==> config.mk <==
export PLATFORM = sky130hd
export DESIGN_NAME = pulse_meter
export DESIGN_NICKNAME = d
export VERILOG_FILES = /design/src/rtl/pulse_meter_pkg.sv /design/src/rtl/pulse_meter_sync_edge.sv /design/src/rtl/pulse_meter.sv
export SDC_FILE = /design/constraint.sdc
export NUM_CORES = 1
export LEC_CHECK = 0
export ABC_AREA = 1
export CORE_MARGIN = 2
export CORE_UTILIZATION = 58
export CTS_CLUSTER_DIAMETER = 80
export DETAILED_ROUTE_END_ITERATION = 12
export PLACE_DENSITY = 0.8
export SYNTH_ARGS = -nofsm -noshare
export SYNTH_HDL_FRONTEND = slang
export SYNTH_SLANG_ARGS = --single-unit
==> constraint.sdc <==
create_clock -name CLK -period 5.9 [get_ports CLK]
set_clock_uncertainty 0.05 [all_clocks]
set_input_delay 0.885 -clock CLK [delete_from_list [all_inputs] [get_ports CLK]]
set_output_delay 0.885 -clock CLK [all_outputs]
set_load 0.01 [all_outputs]
==> src/rtl/pulse_meter_pkg.sv <==
// Shared definitions for the pulse meter: FSM encoding and default sizing,
// also used by the pulser bench.
package pulse_meter_pkg;

  typedef enum logic [1:0] {
    IDLE = 2'd0,
    HIGH = 2'd1,
    LOW  = 2'd2
  } meter_state_t;

  localparam int CNT_W_DEFAULT   = 24;
  localparam int TIMEOUT_DEFAULT = 16777215;

endpackage

==> src/rtl/pulse_meter_sync_edge.sv <==
// Multi-flop synchronizer for an asynchronous level with rise/fall strobes.
// Strobes stay quiet until the synchronizer history is valid after reset.
module pulse_meter_sync_edge #(
  parameter int SYNC_STAGES = 2
) (
  input  logic clk,
  input  logic rst_n,
  input  logic din,
  output logic rise,
  output logic fall
);

  logic [SYNC_STAGES-1:0] sync_q;
  logic                   s;
  logic                   s_d;
  logic [SYNC_STAGES:0]   primed;

  always_ff @(posedge clk or negedge rst_n) begin
    if (!rst_n) begin
      sync_q <= '0;
      s_d    <= 1'b0;
      primed <= '0;
    end else begin
      sync_q <= {sync_q[SYNC_STAGES-2:0], din};
      s_d    <= sync_q[SYNC_STAGES-1];
      primed <= {primed[SYNC_STAGES-1:0], 1'b1};
    end
  end

  assign s = sync_q[SYNC_STAGES-1];

  // A level already high when reset releases must not look like a fresh edge.
  assign rise = primed[SYNC_STAGES] &  s & ~s_d;
  assign fall = primed[SYNC_STAGES] & ~s &  s_d;

endmodule

==> src/rtl/pulse_meter.sv <==
// Measures high time and period of an incoming pulse train in CLK cycles and
// presents each result on a valid/ready register with overrun and stall flags.
module pulse_meter
  import pulse_meter_pkg::*;
#(
  parameter int CNT_W       = CNT_W_DEFAULT,
  parameter int SYNC_STAGES = 2,
  parameter int TIMEOUT     = TIMEOUT_DEFAULT
) (
  input  logic             CLK,
  input  logic             RST,
  input  logic             PULSE_IN,
  output logic [CNT_W-1:0] HIGH_CNT,
  output logic [CNT_W-1:0] PERIOD_CNT,
  output logic             VALID,
  input  logic             READY,
  output logic             OVERRUN,
  output logic             STALL,
  input  logic             CLR
);

  localparam int IDLE_W = $clog2(TIMEOUT + 1);
  localparam logic [IDLE_W-1:0] IDLE_LAST = IDLE_W'(TIMEOUT - 1);
  localparam logic [IDLE_W-1:0] IDLE_MAX  = IDLE_W'(TIMEOUT);

  function automatic logic [CNT_W-1:0] sat_inc(input logic [CNT_W-1:0] v);
    return (&v) ? v : v + CNT_W'(1);
  endfunction

  logic              rise;
  logic              fall;
  logic              edge_seen;
  logic              timeout_hit;
  logic              emit;
  logic              accept;
  logic              drop;
  meter_state_t      state;
  meter_state_t      state_nxt;
  logic [CNT_W-1:0]  hcnt;
  logic [CNT_W-1:0]  pcnt;
  logic [IDLE_W-1:0] idle_cnt;

  pulse_meter_sync_edge #(
    .SYNC_STAGES(SYNC_STAGES)
  ) u_sync_edge (
    .clk   (CLK),
    .rst_n (RST),
    .din   (PULSE_IN),
    .rise  (rise),
    .fall  (fall)
  );

  assign edge_seen   = rise | fall;
  assign timeout_hit = !edge_seen && (idle_cnt == IDLE_LAST);

  always_ff @(posedge CLK or negedge RST) begin
    if (!RST) begin
      state <= IDLE;
    end else begin
      state <= state_nxt;
    end
  end

  always_comb begin
    state_nxt = state;
    emit      = 1'b0;
    case (state)
      IDLE: if (rise) state_nxt = HIGH;
      HIGH: if (fall) state_nxt = LOW;
      LOW: begin
        if (rise) begin
          state_nxt = HIGH;
          emit      = 1'b1;
        end
      end
      default: state_nxt = IDLE;
    endcase
    if (timeout_hit) begin
      state_nxt = IDLE;
      emit      = 1'b0;
    end
  end

  // The edge cycle belongs to the phase it starts, so the fall cycle adds to
  // the period but not to the high count.
  always_ff @(posedge CLK) begin
    case (state)
      IDLE: begin
        if (rise) begin
          hcnt <= CNT_W'(1);
          pcnt <= CNT_W'(1);
        end
      end
      HIGH: begin
        pcnt <= sat_inc(pcnt);
        if (!fall) hcnt <= sat_inc(hcnt);
      end
      LOW: begin
        if (rise) begin
          hcnt <= CNT_W'(1);
          pcnt <= CNT_W'(1);
        end else begin
          pcnt <= sat_inc(pcnt);
        end
      end
      default: ;
    endcase
  end

  always_ff @(posedge CLK or negedge RST) begin
    if (!RST) begin
      idle_cnt <= '0;
    end else if (edge_seen) begin
      idle_cnt <= '0;
    end else if (idle_cnt != IDLE_MAX) begin
      idle_cnt <= idle_cnt + IDLE_W'(1);
    end
  end

  always_ff @(posedge CLK or negedge RST) begin
    if (!RST) begin
      STALL <= 1'b0;
    end else if (timeout_hit) begin
      STALL <= 1'b1;
    end else if (rise) begin
      STALL <= 1'b0;
    end
  end

  // Output register: a result arriving while the slot is full and not being
  // drained is discarded in favour of the one already presented.
  assign accept = VALID && READY;
  assign drop   = emit && VALID && !READY;

  always_ff @(posedge CLK or negedge RST) begin
    if (!RST) begin
      HIGH_CNT   <= '0;
      PERIOD_CNT <= '0;
      VALID      <= 1'b0;
    end else if (emit && !drop) begin
      HIGH_CNT   <= hcnt;
      PERIOD_CNT <= pcnt;
      VALID      <= 1'b1;
    end else if (accept) begin
      VALID      <= 1'b0;
    end
  end

  always_ff @(posedge CLK or negedge RST) begin
    if (!RST) begin
      OVERRUN <= 1'b0;
    end else if (drop) begin
      OVERRUN <= 1'b1;
    end else if (CLR) begin
      OVERRUN <= 1'b0;
    end
  end

endmodule

==> results.yml <==
status:
  status: "complete, no violations"
synthesis:
  synth_top_area_share_pct: 30.4
  synth_edf_count: 48
  ys_seq_area_share_pct: 51.4
  synth_flop_cell: "dfrtp_1"
  synth_seq_cells: 131
  post_synth.cell_area_avg_sq_um: 8.28
  synth_top_cell_by_area: "dfrtp_1"
  netlist_area_sq_um: 6840
  syn_inst: 826
  synth_cell_types: 41
  synthTopCellsByArea: "dfrtp_1 (30%), edfxtp_1 (21%), nand2_1 (12%), inv_1 (5.7%), o21ai_0 (5.0%)"
  synth-async-reset-ratio_pct: 63.4
  synth_nets: 839
  yosysWarnings: 0
clocking:
  cts_sinks: 131
  clk_pin_slew_ns: 0.06
  cts_tree: "yes"
  cts_buffer_depth: 2
  hold_buffers: 0
  htree_levels: 4
  postCtsSetupBuffers: 0
  worstSkewPairLatency_ns: 0.43
  cts_root_buf: "clkbuf_16"
  cts.repair.resized: 0
  cts_made_buffers: 17
power_and_ir_drop:
  p_leak_nw: 3.55
  irDropWorstVdd_v: 0.000358
  power_density_nw_per_um2: 507
global_routing:
  grt_pass1_vias: 5614
  antenna_found_initial: 0
  overflow: 0
  grt_pass1_wl_mm: 26.9
  grt_max_degree: 84
  grt_usage_pct: 26.6
floorplan:
  pin_count: 56
  die_area_sq_um: 12700
  coreArea_sq_um: 11500
  rows: 39
  die_x_um: 113
  start_util_pct: 59.7
  die_h_um: 113
hold_path:
  hold_end: "u_sync_edge.sync_q[1]"
  min-delay-start: "u_sync_edge.sync_q[0]"
  hp-class: "register to register"
  hold_depth: 0
final_layout:
  drive_above_1_share_pct: 9.57
  layout.nets: 899
  fin_util_pct: 71.0
  synthToLayoutAreaGrowth_pct: 18.9
  n_antenna_cell: 0
placement:
  port_buffers: 55
  place_congestion: 0.950
  dp_hpwl_mm: 11.1
timing:
  fin_crit_sh_pct: 46.4
  slew_violations: 0
  rsz0062_at_grt: "no"
  setup_viol: 0
  slew_headroom_pct: 20.4
  finalCriticalPeriod_ns: 2.74
  fin_tns_setup_ns: 0
  hold_viol_final: 0
  fmax_ghz: 0.365
  worst_pin_slew_ns: 1.19
setup_path:
  crit_fanout: 24
  cpMostUsedCell: "nand3_1"
  crit_path_max_incr_delay_ns: 0.91
  startpoint: "hcnt[0]"
  cp.required_ns: 5.89
  worstRegToRegCells: 8
  cp-end-kind: "register"
  r2r_setup_slack_ns: 3.16
  crit_type: "register to register"
  crit_chain: "ha_1 > nand3_1 > nor2_2 > nand3_1 > nor2_1 > nand3_1 > o21ai_0 > nor2_2"
  cp_slowest_cell: "nor2_2"
  timing.rr.end: "hcnt[7]"
  crit_arrival_ns: 2.72
  regToRegStartpoint: "hcnt[0]"
  startpoint_type: "register"
routing:
  drt_pre_antenna_iters: 5
  ant_nets: 0
  drt-initial-drc-count: 449
  wl_per_cell_um: 15.1
  viasPerCell: 5.58
  remaining_drc_errors: 0
  drt-total-wl_mm: 15.7
  vias: 5814
run:
  cap_viol_max_count: 0
flip-flops by register name (all words and copies together), names as in the netlist, 2 cells and up:
name / count
PERIOD_CNT: 24
idle_cnt: 24
u_sync_edge.primed: 3
state: 2
HIGH_CNT: 24
u_sync_edge.sync_q: 2
hcnt: 24
pcnt: 24
layer usage:
layer	routed length [um]	up-vias	share of wire [%]	track usage, %
li1	-	2822	-	-
met1	6940	2752	44	36.7
met2	7480	209	48	41.5
met3	996	31	6.3	4.97
met4	323	0	2.1	11.8
met5	0	-	0	0
kinds of logic (layout without fill, tap and decap cells):
kind of cell / after synthesis / count (layout) / share of synthesized area, %
simple gates: 423 / 423 / 27.8
flops: 131 / 131 / 51.4
buf+inv: 126 / 199 / 7.24
compound gates: 123 / 123 / 10.0
fa+ha+maj: 8 / 8 / 1.46
xor+xnor: 8 / 8 / 1.02
mux: 6 / 6 / 0.987
other cells: 1 / 1 / 0.0548
worst max path at each step:
| stage | to | slack [ns] | cells after the start |
|---|---|---|---|
| 2_1_floorplan | hcnt[0] | 3.25 | 8 |
| 3_3_place_gp | HIGH_CNT[9] | 3.05 | 6 |
| 3_5_place_dp | HIGH_CNT[13] | 3.00 | 6 |
| 4_1_cts | hcnt[7] | 3.12 | 8 |
| 5_1_grt | hcnt[7] | 2.91 | 8 |
| 6_report | hcnt[7] | 3.16 | 8 |
metrics by stage:
stage	instance area, sq um	setup WS, ns	std cells	hold WS (ns)	total power [mW]
6_report	8140	3.16	1042	0.298	4.13
5_1_grt	8140	2.91	1042	0.307	4.39
4_1_cts	8140	3.12	1042	0.298	4.15
3_5_place_dp	7510	3.00	1010	0.286	3.02
3_3_place_gp	7510	3.05	1010	0.283	2.95
2_1_floorplan	6840	3.25	826	0.281	2.42
synth_stat cells, types with 7 or more instances:
master	count
inv_1	104
dfrtp_1	83
nand3_1	56
a21oi_2	11
clkbuf_1	8
edfxtp_1	48
ha_1	8
o21ai_0	69
nand4_1	19
xor2_1	7
nor2_1	84
nand2_1	214
nor2_4	8
nor3_1	14
a21oi_1	29
nand2_2	8
cell type report:
cell class	count	area [sq um]
Clock buffer	19	443
Tap cell	143	179
Clock inverter	13	183
Multi-Input combinational cell	569	2840
Inverter	109	409
Timing Repair Buffer	58	571
Fill cell	895	3330
Sequential cell	131	3520
where the power goes:
part / total, mW / internal (mW) / leakage (nW) / switching, mW
clock: 1.11 / 0.716 / 0.295 / 0.396
combinational: 1.32 / 0.526 / 1.67 / 0.798
sequential: 1.69 / 1.40 / 1.58 / 0.291
critical path: cells and delay by family (launching register included):
kind	cells	cell delay (ns)
adder cells (fa/ha/maj)	1	0.28
AO/OA/AOI/OAI	1	0.11
AND/OR/NAND/NOR	6	1.41
flip-flops	1	0.50
cells in the final DEF (no fill, tap or decap), types with 4 or more instances in the layout:
cell	n
mux2_1	6
nand2_2	8
nor2_4	8
a31oi_1	6
dfrtp_1	83
a21oi_1	28
ha_1	8
clkdlybuf4s50_1	54
nand3_1	56
xor2_1	7
nor2_2	7
o21ai_0	69
nor2_1	83
clkinvlp_4	4
edfxtp_1	48
a21oi_2	12
nand2_1	214
nand4_1	19
buf_4	4
inv_2	5
inv_1	104
nor3_1	14
nor3_2	4
bufinv_16	4
clkbuf_16	17
Power figures use the tool's default switching activity.
